$ cat src/rtl/cim_vector_sequencer.sv
// cim_vector_sequencer: walks a batch of activation vectors through the CIM
// bit-serial path. Each vector is fetched from the activation buffer, and the
// serializer is started. The per-plane column sums are then shift-accumulated
// into one weighted result per vector.
// Optional build macro CIM_SEQ_SIGNED_MSB_EN: the most significant plane is
// subtracted, so the activation is treated as two's complement and acc_out
// is a signed result. Without the macro every plane is added (unsigned).
module cim_vector_sequencer #(
  parameter int ADDR_W = 8,
  parameter int NVEC_W = 8,
  parameter int SUM_W  = 8,
  parameter int ACC_W  = SUM_W + 9
) (
  input  logic              clk,
  input  logic              RSTN,
  input  logic              start,
  input  logic              abort,
  input  logic [ADDR_W-1:0] cfg_base_addr,
  input  logic [NVEC_W-1:0] cfg_num_vec,
  input  logic              cfg_in_fp,
  output logic              busy,
  output logic              done,
  output logic              err,
  output logic              buf_rd_en,
  output logic [ADDR_W-1:0] buf_rd_addr,
  output logic              ser_data_valid,
  output logic              ser_in_fp,
  input  logic              ser_data_done,
  input  logic              mac_valid,
  input  logic [SUM_W-1:0]  mac_sum,
  output logic [ACC_W-1:0]  acc_out,
  output logic              acc_valid
);

  typedef enum logic [2:0] {
    S_IDLE,
    S_FETCH,
    S_ISSUE,
    S_STREAM,
    S_OUTPUT
  } state_t;

  state_t                   state;
  state_t                   state_nxt;
  logic [ADDR_W-1:0]        addr;
  logic [NVEC_W-1:0]        num_vec;
  logic [NVEC_W-1:0]        num_vec_m1;
  logic [NVEC_W-1:0]        vec_cnt;
  logic                     in_fp;
  logic [3:0]               plane_cnt;
  logic [3:0]               nbits;
  logic                     done_seen;
  logic                     zero_done;
  logic signed [ACC_W-1:0]  acc;
  logic signed [ACC_W-1:0]  acc_hold;
  logic                     accept;
  logic                     plane_ok;
  logic                     stream_exit;
  logic                     last_vec;
  logic                     err_evt;

  // Zero-extend a plane's column sum and weight it by its bit position.
  function automatic logic signed [ACC_W-1:0] plane_term(input logic [SUM_W-1:0] sum,
                                                         input logic [3:0]       sh);
    logic [ACC_W-1:0] ext;
    ext = ACC_W'(sum) << sh;
    return signed'(ext);
  endfunction

  assign nbits       = in_fp ? 4'd3 : 4'd8;
  assign num_vec_m1  = num_vec - 1'b1;
  assign last_vec    = (vec_cnt == num_vec_m1);
  assign accept      = (state == S_IDLE) && start && !abort;
  assign plane_ok    = mac_valid && (state == S_STREAM) && (plane_cnt < nbits);
  assign stream_exit = (done_seen || ser_data_done) && (plane_cnt == nbits);
  // Planes beyond NBITS or outside STREAM are dropped and flagged.
  assign err_evt     = (mac_valid && !plane_ok) ||
                       (ser_data_done && (state != S_STREAM));

  assign busy        = (state != S_IDLE);
  assign buf_rd_addr = addr;
  assign ser_in_fp   = in_fp;
  // The live accumulator is shown during OUTPUT; afterwards the last result holds.
  assign acc_out     = acc_valid ? acc : acc_hold;

  // Next-state and per-state strobes; abort overrides every non-idle transition.
  always_comb begin
    state_nxt      = state;
    buf_rd_en      = 1'b0;
    ser_data_valid = 1'b0;
    acc_valid      = 1'b0;
    done           = zero_done;
    case (state)
      S_IDLE: begin
        if (accept && (cfg_num_vec != '0)) state_nxt = S_FETCH;
      end
      S_FETCH: begin
        buf_rd_en = 1'b1;
        state_nxt = S_ISSUE;
      end
      S_ISSUE: begin
        ser_data_valid = 1'b1;
        state_nxt      = S_STREAM;
      end
      S_STREAM: begin
        if (stream_exit) state_nxt = S_OUTPUT;
      end
      S_OUTPUT: begin
        acc_valid = !abort;
        done      = zero_done | (!abort && last_vec);
        state_nxt = last_vec ? S_IDLE : S_FETCH;
      end
      default: state_nxt = S_IDLE;
    endcase
    if (abort && (state != S_IDLE)) state_nxt = S_IDLE;
  end

  // State register, latched batch configuration, counters and accumulator.
  always_ff @(posedge clk) begin
    if (!RSTN) begin
      state     <= S_IDLE;
      addr      <= '0;
      num_vec   <= '0;
      vec_cnt   <= '0;
      in_fp     <= 1'b0;
      plane_cnt <= '0;
      done_seen <= 1'b0;
      zero_done <= 1'b0;
      err       <= 1'b0;
      acc       <= '0;
      acc_hold  <= '0;
    end else begin
      state     <= state_nxt;
      zero_done <= accept && (cfg_num_vec == '0);
      err       <= (err && !accept) || err_evt;
      if (accept) begin
        num_vec <= cfg_num_vec;
        in_fp   <= cfg_in_fp;
        addr    <= cfg_base_addr;
        vec_cnt <= '0;
      end
      case (state)
        S_ISSUE: begin
          acc       <= '0;
          plane_cnt <= '0;
          done_seen <= 1'b0;
        end
        S_STREAM: begin
          if (plane_ok) begin
`ifdef CIM_SEQ_SIGNED_MSB_EN
            if (plane_cnt == (nbits - 4'd1)) acc <= acc - plane_term(mac_sum, plane_cnt);
            else                             acc <= acc + plane_term(mac_sum, plane_cnt);
`else
            acc <= acc + plane_term(mac_sum, plane_cnt);
`endif
            plane_cnt <= plane_cnt + 4'd1;
          end
          if (ser_data_done) done_seen <= 1'b1;
        end
        S_OUTPUT: begin
          if (!abort) begin
            acc_hold <= acc;
            vec_cnt  <= vec_cnt + 1'b1;
            if (!last_vec) addr <= addr + 1'b1;
          end
        end
        default: ;
      endcase
    end
  end

endmodule

$ cat config.mk
export PLATFORM = sky130hd
export DESIGN_NAME = cim_vector_sequencer
export DESIGN_NICKNAME = d
export VERILOG_FILES = /design/src/rtl/cim_vector_sequencer.sv
export SDC_FILE = /design/constraint.sdc
export NUM_CORES = 1
export LEC_CHECK = 0
export ABC_AREA = 1
export CORE_MARGIN = 4
export CORE_UTILIZATION = 45
export DETAILED_ROUTE_END_ITERATION = 16
export DONT_BUFFER_PORTS = 1
export SLEW_MARGIN = 20
export SYNTH_ARGS = -nofsm -noshare
export SYNTH_HDL_FRONTEND = slang
export SYNTH_SLANG_ARGS = --single-unit
$ cat constraint.sdc
create_clock -name clk -period 2.6 [get_ports clk]
set_clock_uncertainty 0.2 [all_clocks]
set_input_delay 0.26 -clock clk [delete_from_list [all_inputs] [get_ports clk]]
set_output_delay 0.26 -clock clk [all_outputs]
set_load 0.1 [all_outputs]
# Word-level counts from Yosys, hierarchy flattened
# Cells that the tools add are included.
[word_totals] register_bits=69 latch_bits=0 ramBits=0 romBits=0 in_bits=31 output_inout_bits=32 word_cells=83 memories=0
[op_classes] n_addsub=5 multipliers=0 div_mod_pow=0 order_cmp=1 eq_ne=11 shift=1 n_mux=23 bitwise=3 reduce_logical=28
[op_table] op="two-way mux 8 bit" count=7
[op_table] op="two-way mux 17 bit" count=2
[op_table] op="case mux 17 bit (2 select lines)" count=1
[op_table] op="adder 17 bit" count=1
[op_table] op="left shift 8 x 4 -> 17 bit" count=1
[op_table] op="adder 8 x 1 -> 8 bit (second input constant)" count=2
[op_table] op="case mux 3 bit (5 select lines)" count=1
[op_table] op="logical AND 1 bit" count=12
[op_table] op="== test 8 bit" count=1
[op_table] op="zero test 8 bit" count=1
[op_table] op="two-way mux 4 bit" count=2
[op_table] op="case mux 4 bit (2 select lines)" count=1
[op_table] op="AND reduction 2 bit" count=4
[op_table] op="nonzero test 8 bit" count=1
[op_table] op="subtractor 8 x 1 -> 8 bit (second input constant)" count=1
[op_table] op="== test 3 x 2 -> 1 bit (second input constant)" count=2
[op_table] op="two-way mux 1 bit" count=6
[op_table] op="two-way mux 3 bit" count=2
[op_table] op="!= test 2 bit (second input constant)" count=3
[op_table] op="adder 4 x 1 -> 4 bit (second input constant)" count=1
[op_table] op="== test 4 bit" count=1
[op_table] op="less-than comparator 4 bit" count=1
[op_table] op="== test 3 x 1 -> 1 bit (second input constant)" count=1
[op_table] op="== test 3 bit (second input constant)" count=1
[op_table] op="11 further kinds" count=16

# Longest topological paths before layout
[logic_depth] ltp_word=7 mapped_depth=20 mapped_depth_nobuf=19

# Least setup slack after synthesis
# No wires, ideal clock.
[synth_path] path_type="register -> register" from="reg state[1]" to="reg acc[2]" setup_ps=117 arrival_time_ps=3474 required_ps=2283 path_slack_ps=-1191 path_stages_with_launch=9 n_path_buf=1 period_less_slack_ps=3791 cell_sequence="dfxtp_1 inv_1 nor3_1 inv_1 nand2_4 inv_2 buf_6 a31oi_1 nor2_1"
[synth_via] elab_chain_cells=5 word_cells_on_any_way=8 classes_between="eq/ne (3); mux (1); reduce/logical (4)"
[synth_rtl] item="start: declaration" line="43" text="state_t state;"
[synth_rtl] item="start signal: assignment" line="133" text="state <= state_nxt;"
[synth_rtl] item="== test 3 x 2 -> 1 bit" line="74, 142"
[synth_rtl] item="logical AND 1 bit (2 in a row)" line="74" text="assign plane_ok = mac_valid && (state == S_STREAM) && (plane_cnt < nbits);"
[synth_rtl] item="!= test 2 bit (no line)"
[synth_rtl] item="AND reduction 2 bit (no line)"
[synth_rtl] item="end signal: assignment" line="154" text="acc <= acc + plane_term(mac_sum, plane_cnt);"
[synth_rtl] item="end: declaration" line="54" text="logic signed [ACC_W-1:0] acc;"
# Several ways; a longest one is shown, not always the timed one.
# A chain may end at the register's enable or synchronous reset.

# Worst setup path after layout
[layout_path] from="reg plane_cnt[0]" to="reg acc[9]"
[layout_via] elab_chain_cells=4 word_cells_on_any_way=8 classes_between="add/sub (1); order compare (1); eq/ne (1); shift (1); mux (2); reduce/logical (2)"
[layout_rtl] item="start: declaration" line="50" text="logic [3:0] plane_cnt;"
[layout_rtl] item="start signal: assignment" line="156" text="plane_cnt <= plane_cnt + 4'd1;"
[layout_rtl] item="left shift 8 x 4 -> 17 bit / less-than comparator 4 bit (equally long branches)" line="66, 74"
[layout_rtl] item="adder 17 bit / logical AND 1 bit (equally long branches)" line="154, 74"
[layout_rtl] item="two-way mux 17 bit / != test 2 bit (equally long branches)"
[layout_rtl] item="case mux 17 bit (2 select lines) / AND reduction 2 bit (equally long branches)"
# Several ways; a longest one is shown, not always the timed one. The select of a mux whose other input is x is not followed.

==> flow_summary.rst <==
.. list-table::
   :header-rows: 1

   * - Metric
     - Value
   * - Number of hold violations in the final report
     - 0
   * - Clock Sinks
     - 69
   * - H-tree depth
     - 3
   * - Syn Area/Cell
     - roughly 6.4 sq um
   * - Post-DR wirelength/cell
     - 14.4 microns
   * - Sort of element at the end of the critical path
     - flip-flop
   * - Final clock period utilization by the worst path
     - 102%
   * - Violated checks
     - setup timing
   * - Startpoint class of the critical path
     - flip-flop
   * - Maximum clock insertion buffer count
     - 2
   * - Clock root buffer
     - sky130_fd_sc_hd__clkbuf_8
   * - Final cell utilization of the core
     - approximately two thirds
   * - Count of port buffers added during placement
     - 0
   * - Net Switching
     - between 2 and 2.5 mW
   * - Grt total ovfl
     - 0
   * - Post-place setup slack
     - -0.330 ns
   * - Delay-heaviest family, CP
     - simple AND/OR/NAND/NOR gates
   * - Ratio of cells with drive above 1 in the final layout
     - between 30% and 40%
   * - Total via count after detailed routing
     - approximately 5.0k
   * - Nets in the synthesized netlist
     - between 700 and 800
   * - Placeable core region
     - 9860 sq um
   * - Cells along the critical path
     - clkinvlp_4 -> nand2_2 -> nand3_2 -> nand3_2 -> nand2_2 -> nand2_2 -> o31ai_2 -> ha_1 -> buf_4 -> a21oi_4 -> o21ai_2 -> nand3b_1 -> or2_2 -> nand3_1 -> a21oi_1
   * - Pin count of the biggest net entering global routing
     - 25
   * - DRC violations left
     - 0
   * - Maximum ir drop on the vdd rail
     - slightly above 0.4 mV
   * - Total iterations of the first detailed-routing run
     - 5
   * - Number of enable flip-flop cells after synthesis
     - 0
   * - Async S/R FF share, synth
     - 0%
   * - Worst Path Required
     - 2.65 ns
   * - Routed Wire Length
     - 13800 microns
   * - Max stage delay cell, worst path
     - sky130_fd_sc_hd__dfxtp_4
   * - Type of the tightest min-delay check
     - input port to flip-flop
   * - Clock network latency to the later pin of the worst-skew pair
     - roughly 0.36 ns
   * - Commonest cells after routing, fill and taps aside
     - 143 x sky130_fd_sc_hd__nand2_1, 86 x sky130_fd_sc_hd__inv_1, 71 x sky130_fd_sc_hd__nor2_1
   * - Antenna diode instance count
     - 0
   * - Highest fanout seen on the critical path
     - 6
   * - Fin crit period
     - about 2.7 ns
   * - Pleak
     - ~3 nW
   * - Tightest slew margin relative to the limit
     - between 30% and 40%
   * - Worst setup margin
     - -0.0641 ns
   * - Logic gate share of total power
     - between 50 and 60%
   * - Unrepaired setup endpoints after global routing
     - true
   * - Horiz. Die Dim
     - between 100 and 150 microns
   * - Remaining antenna violation count
     - 0
   * - Register area share after synthesis
     - between 20 and 30%
   * - Peak clock frequency supported by timing
     - 375 MHz
   * - Yosys warnings
     - 0
   * - Proportion of total power due to net switching
     - between 40% and 50%
   * - Buffers & Inverters on Critical Path
     - 2
   * - Net count reported at finish
     - roughly 880
   * - Unique cell type count in the Yosys netlist
     - 39
   * - I/O pin total
     - 63
   * - First-pass GRT wire length
     - approximately 22000 microns
   * - Register bit total from synthesis
     - a little under 70
   * - Cells after Synth
     - ~720
   * - Category of the critical setup timing path
     - flip-flop to flip-flop
   * - Number of global-route vias before repair
     - 4778
   * - Chip Height
     - between 100 and 150 microns
   * - Gp weighted congestion
     - between 0.9 and 1
   * - Initial antenna violation count
     - 0
   * - Flop-to-flop setup slack
     - -0.06 ns
   * - Synthesized area
     - around 4600 sq um
   * - Initial standard-cell utilization of the core
     - between 40% and 50%
   * - Clock-pin slew on the worst setup and hold paths
     - 0.09 ns
   * - CP dominant cell by count
     - sky130_fd_sc_hd__nand2_2
   * - Global-route usage over all layers
     - 23.4%
   * - Delay of the slowest cell on the worst path
     - slightly below 0.4 ns
   * - Clock share of power
     - approximately a fifth
   * - Inserted Clock Buffers
     - 9
   * - Violation count after the first detailed-route iteration
     - roughly 390
   * - Main synth FF type
     - sky130_fd_sc_hd__dfxtp_1
   * - Mean number of vias per cell
     - about 5.3
   * - Part of the total power dissipated in sequential elements
     - roughly 26%
   * - Run status
     - finished, violations left
   * - Area of the die
     - about 12000 sq um
   * - Number of endpoints failing setup at the final stage
     - 8
   * - Slew Limit Fails
     - 0
   * - Pwr per Cell Area
     - roughly 750 nW/um^2
   * - Post-DP HPWL
     - ~10000 microns
   * - Non-Filler Cell Area, Final
     - 6490 sq um
   * - Clock tree from TritonCTS
     - done
   * - Actual slew at the worst max-slew pin
     - roughly 1 ns
   * - Number of placement rows
     - 36
   * - MaxCap Viol Count
     - 0
   * - Int Power
     - between 2 and 3 mW
   * - Most common cell after layout, fill and taps aside
     - sky130_fd_sc_hd__nand2_1
   * - Total Negative Setup Slacks
     - -0.293 ns
   * - Total placed instance area
     - around 5500 sq um
   * - Area delta synth->final
     - 40.5%
   * - Worst path arrival time
     - roughly 2.7 ns
registers in the layout, indices dropped and copies added, names as in the netlist, 3 cells and up:
name and count:
acc 17, acc_hold 17, buf_rd_addr 8, num_vec 8, vec_cnt 8, plane_cnt 4
state 3
final cells by class:
class / count / area [sq um]
fillers: 878 / 3380
clock buffers: 11 / 141
repair buffers: 109 / 1120
well taps: 133 / 166
flip-flops and latches: 69 / 1390
repair inverters: 1 / 7.51
inverters: 98 / 375
clock inverters: 5 / 60.1
multi-input cells: 532 / 3230
power by group through the flow:
stage          clock [mW]  sequential [mW]  combinational, mW
6_report            0.915             1.24               2.69
5_1_grt             0.980             1.25               2.92
4_1_cts             0.933             1.23               2.34
3_5_place_dp            0             1.24               2.16
3_3_place_gp            0             1.24               2.13
2_1_floorplan           0             1.36               1.40
per-stage QoR:
stage,hold slack [ns],total power [mW],instances
floorplan,0.199,2.76,722
global placement,0.185,3.37,908
detailed placement,0.188,3.40,908
CTS,0.00697,4.50,952
global route,0.0506,5.15,958
finish,0.0117,4.84,958
final timing paths:
check	from	to	depth (start not counted)
setup / recovery	plane_cnt[0]	acc[9]	15
hold / removal	cfg_base_addr[5]	buf_rd_addr[5]	6
setup reg to reg	plane_cnt[0]	acc[9]	15
hold reg to reg	done_seen	done_seen	2
cells by family (layout without fill, tap and decap cells):
| logic type | after synthesis | count (layout) | synth area share (%) |
|---|---|---|---|
| buf+inv | 121 | 224 | 10.7 |
| simple gates | 355 | 355 | 34.0 |
| compound gates | 139 | 139 | 16.1 |
| fa+ha+maj | 24 | 24 | 6.67 |
| xor+xnor | 14 | 14 | 2.66 |
| flops | 69 | 69 | 29.9 |
per-layer routing:
layer	wire (microns)	share of wire (%)	vias up	track usage [%]
met5	0	0	-	0
met4	193	1.4	0	5.97
met3	705	5.1	18	4.11
met2	6770	49	119	40.5
met1	6140	44	2368	30.2
li1	-	-	2544	-
worst min-delay path, delay by kind of cell:
kind / cells / cell delay (ns)
and+or+nand+nor: 5 / 0.21
buffers and inverters: 1 / 0.04
cells in the mapped netlist (2+ instances only):
cell                       number  share of area, %
sky130_fd_sc_hd__nand3b_1       4              0.65
sky130_fd_sc_hd__clkinv_1       2              0.16
sky130_fd_sc_hd__dfxtp_1       69                30
sky130_fd_sc_hd__clkbuf_1      11              0.89
sky130_fd_sc_hd__or2_2         21               2.8
sky130_fd_sc_hd__a31oi_1        6              0.81
sky130_fd_sc_hd__o31ai_1        2              0.33
sky130_fd_sc_hd__buf_2          6              0.65
sky130_fd_sc_hd__o21bai_1       2              0.33
sky130_fd_sc_hd__xnor2_1        5              0.95
sky130_fd_sc_hd__nor2_2         3              0.41
sky130_fd_sc_hd__nand3_1       46               5.0
sky130_fd_sc_hd__nand3_2        4              0.87
sky130_fd_sc_hd__nand2_1      167                14
sky130_fd_sc_hd__nor3_2         2              0.43
sky130_fd_sc_hd__nand2_4        2              0.49
sky130_fd_sc_hd__a21oi_1       55               6.0
sky130_fd_sc_hd__nand2_2        5              0.68
sky130_fd_sc_hd__o21ai_1        6              0.65
sky130_fd_sc_hd__nor3_1        13               1.4
sky130_fd_sc_hd__xor2_1         9               1.7
sky130_fd_sc_hd__nand4_1        4              0.54
sky130_fd_sc_hd__ha_1          23               6.2
sky130_fd_sc_hd__buf_6          4              0.98
sky130_fd_sc_hd__a22oi_1        2              0.33
sky130_fd_sc_hd__o21ai_0       50               5.4
sky130_fd_sc_hd__inv_2          4              0.33
sky130_fd_sc_hd__inv_1         92               7.5
sky130_fd_sc_hd__o22ai_1       12               1.6
sky130_fd_sc_hd__nor2_1        82               6.7
repair_timing:
action                                  CTS  global route
hold buffers                             16             0
endpoints found under the hold margin    37             0
setup buffers                            10             6
gates cloned                              2             0
pin swaps                                14            40
endpoints found under the setup margin   14            33
resized for setup                        41           100
Power figures use the tool's default switching activity.
==> RTL change 1, RTL diff (same settings) <==
The parameter `SUM_W` goes from 8 to 12.
--- a/src/rtl/cim_vector_sequencer.sv
+++ b/src/rtl/cim_vector_sequencer.sv
@@ -8,7 +8,7 @@
 module cim_vector_sequencer #(
   parameter int ADDR_W = 8,
   parameter int NVEC_W = 8,
-  parameter int SUM_W  = 8,
+  parameter int SUM_W  = 12,
   parameter int ACC_W  = SUM_W + 9
 ) (
   input  logic              clk,
Interface: changed (resized acc_out and mac_sum); port bits go from 63 to 71. No check against the original RTL was run, so the function may have changed too.
==> RTL change 1 against the unedited design <==
- the run still ends with setup timing left
- hold slack better by 8.5 ps
- sequential share of layout area shrank 2.4 points
- combinational power rose by 68%
- power up 49%
- synthesized area increased by 17%
- via count is 22% higher
- cell area rose by 26%
- sequential cell count up 8
- wire length is 30% higher
- non-clock buffer count increased by 40
- setup slack worse by 110 ps
- largest power group unchanged
- highest routed layer unchanged
==> RTL change 1: results (changes against the unedited design) <==
{| class="wikitable"
! Metric !! Value
|-
| Status || finished, violations left (unchanged)
|-
| Failing checks || setup timing (unchanged)
|-
| Clock sink total || 77 (was 69)
|-
| Critical path peak fanout || 8 (was 6)
|-
| Total of cells resized after clock tree synthesis || 141 (was 41)
|-
| Adder-cell area share of the yosys netlist || 6.61% (was 6.67%)
|-
| Met2 Routed Length || 8840 um (was 6770 um)
|-
| Via Count || 6,148 (was 5,049)
|-
| Maximum number of pins on one net before global-route repair || 42 (was 25)
|-
| Total setup buffers inserted after CTS || 9 (was 10)
|-
| Post-synthesis cell count || 853 (was 722)
|-
| Non-Clock Buffer Count || 149 (was 109)
|-
| Metal-1 WL || 7850 um (was 6140 um)
|-
| Latest clock arrival within the worst-skew pair || 340 ps (was 360 ps)
|-
| Count of placed standard cells including taps || 1,082 (was 908)
|-
| Setup Viol. Count Final || 15 (was 8)
|-
| Largest cells by area after synthesis || sky130_fd_sc_hd__dfxtp_1 28%, sky130_fd_sc_hd__nand2_1 13%, sky130_fd_sc_hd__inv_1 7.1% (was sky130_fd_sc_hd__dfxtp_1 30%, sky130_fd_sc_hd__nand2_1 14%, sky130_fd_sc_hd__inv_1 7.5%)
|-
| Comb_multi_in || 638 (was 532)
|-
| Aggregate routed wire length || 17,900 um (was 13,800 um)
|-
| Wire length of the first global-routing pass || 28,500 um (was 22,200 um)
|-
| Data arrival time of the worst path || 2780 ps (was 2720 ps)
|-
| PnR worst setup slack || -172 ps (was -64.1 ps)
|-
| Initial detailed-routing violation count || 479 (was 392)
|-
| Combined area of the multi-input logic cells || 4220 sq um (was 3230 sq um)
|-
| Global-route met3 utilization || 3.56% (was 4.11%)
|-
| Measured slew at the worst slew-check pin || 1030 ps (was 987 ps)
|-
| End point of the critical path || acc[19] (was acc[9])
|-
| Seq pwr share || 19.7% (was 25.5%)
|}
## RTL change 1: worst register-to-register path, cell delays in order, from the launching register on
cell	delay [ps]
sky130_fd_sc_hd__dfxtp_4	400
sky130_fd_sc_hd__buf_8	140
sky130_fd_sc_hd__buf_6	110
sky130_fd_sc_hd__nand2_2	60
sky130_fd_sc_hd__a31oi_2	220
sky130_fd_sc_hd__o21ai_2	100
sky130_fd_sc_hd__nand2_1	60
sky130_fd_sc_hd__o21ai_1	80
sky130_fd_sc_hd__ha_1	410
sky130_fd_sc_hd__nand2_2	110
sky130_fd_sc_hd__nor2_4	100
sky130_fd_sc_hd__inv_1	70
sky130_fd_sc_hd__nor2_4	100
sky130_fd_sc_hd__nand4_1	170
sky130_fd_sc_hd__nand3_1	130
sky130_fd_sc_hd__nand2_1	60
sky130_fd_sc_hd__nand3_1	60
sky130_fd_sc_hd__a21oi_1	70
==> RTL change 2, RTL diff (config.mk and constraints unchanged) <==
Made on the original files. Re-encode `state_t` (5 states) as Gray code, 3 bits wide.
--- a/src/rtl/cim_vector_sequencer.sv
+++ b/src/rtl/cim_vector_sequencer.sv
@@ -33,11 +33,11 @@
 );
 
   typedef enum logic [2:0] {
-    S_IDLE,
-    S_FETCH,
-    S_ISSUE,
-    S_STREAM,
-    S_OUTPUT
+    S_IDLE   = 3'b000,
+    S_FETCH  = 3'b001,
+    S_ISSUE  = 3'b011,
+    S_STREAM = 3'b010,
+    S_OUTPUT = 3'b110
   } state_t;
 
   state_t                   state;
Function: no difference found for any inputs over 4 cycles, from zero or initial values and one cycle with RSTN low; so few cycles prove little.
==> RTL change 2 against the unedited design <==
- the run still ends with setup timing left
- power down 12%
- synthesized area up 0.81%
- cell area up 2.5%
- sequential cell count unchanged
- hold slack better by 8.6 ps
- combinational power down 23%
- maximum frequency up 1.1%
- die area up 0.75%
- wire length up 4.3%
- setup slack better by 30 ps
- clock power up 7.4%
- largest cell class unchanged
==> RTL change 2: results (changes against the unedited design) <==
{| class="wikitable"
! Metric !! Value
|-
| Post-synthesis sequential area ratio || 29.7% (was 29.9%)
|-
| Measured slew at the worst slew-check pin || 919 ps (was 987 ps)
|-
| Maximum number of pins on one net before global-route repair || 39 (was 25)
|-
| Internal power || 2.45 mW (was 2.61 mW)
|-
| PnR worst setup slack || -34.5 ps (was -64.1 ps)
|-
| Wire per inst || 14.8 um (was 14.4 um)
|-
| Largest cells by area after synthesis || sky130_fd_sc_hd__dfxtp_1 30%, sky130_fd_sc_hd__nand2_1 15%, sky130_fd_sc_hd__inv_1 8.3% (was sky130_fd_sc_hd__dfxtp_1 30%, sky130_fd_sc_hd__nand2_1 14%, sky130_fd_sc_hd__inv_1 7.5%)
|-
| Fraction of power consumed by combinational cells || 48.5% (was 55.5%)
|-
| Power consumed by combinational cells || 2.07 mW (was 2.69 mW)
|-
| Number of global-route vias before repair || 4,866 (was 4,778)
|-
| GR Util All Layers || 23.3% (was 23.4%)
|-
| End point of the critical path || acc[16] (was acc[9])
|-
| Delay of the slowest cell on the worst path || 340 ps (was 390 ps)
|-
| Met2 Routed Length || 7060 um (was 6770 um)
|-
| Wire length of the first global-routing pass || 22,300 um (was 22,200 um)
|-
| Compound-cell area share of the yosys netlist || 14.7% (was 16.1%)
|-
| Worst hold margin || 20.4 ps (was 11.7 ps)
|-
| Total of cells resized after clock tree synthesis || 33 (was 41)
|-
| Logic inverters || 107 (was 99)
|-
| Clock Network Area Fraction || 3.24% (was 3.11%)
|-
| Library cells used by synthesis || 38 (was 39)
|-
| Via density per instance || 5.26 (was 5.27)
|-
| Met2 Usage GRT || 40.7% (was 40.5%)
|-
| Status || finished, violations left (unchanged)
|-
| Number of clock buffer instances in the layout || 10 (was 11)
|-
| Number of fill cells in the layout || 869 (was 878)
|-
| Number of nets at the end of the flow || 888 (was 875)
|-
| Path depth of the worst reg2reg path || 18 (was 15)
|-
| Setup Viol. Count Final || 1 (was 8)
|-
| Failing checks || setup timing (unchanged)
|-
| Syn nets || 793 (was 777)
|-
| Fraction of area in multi-input gates || 50.7% (was 49.8%)
|-
| Critical register-to-register path endpoint || acc[16] (was acc[9])
|-
| Leakage power || 3.16 nW (was 3.08 nW)
|-
| Comb_multi_in || 538 (was 532)
|}
==> RTL change 2: cell families (layout without fill, tap and decap cells) <==
kind of cell               Yosys count  after routing
AOI/OAI and AO/OA                  124            124
and+or+nand+nor                    378            378
adders and majority gates           24             24
buffers and inverters              131            231
DFF                                 69             69
xor gates and xnor gates            12             12
==> RTL change 2: worst min-delay path by stage <==
stage / to / start
after global routing: state[0] / abort
after floorplan: ser_in_fp / cfg_in_fp
final: buf_rd_addr[3] / cfg_base_addr[3]
after CTS: state[2] / abort
after detailed placement: buf_rd_addr[1] / RSTN
after global placement: buf_rd_addr[0] / RSTN
==> RTL change 2: stage by stage <==
step           cells  util, %  setup WS, ps  instance area, sq um
4_1_cts          956     60.5          2.11                  5990
3_5_place_dp     919     55.1          -210                  5460
2_1_floorplan    738        -          1.53                  4680
6_report         971     67.1         -34.5                  6650
5_1_grt          971     67.1          -203                  6650
3_3_place_gp     919     55.1          -161                  5460
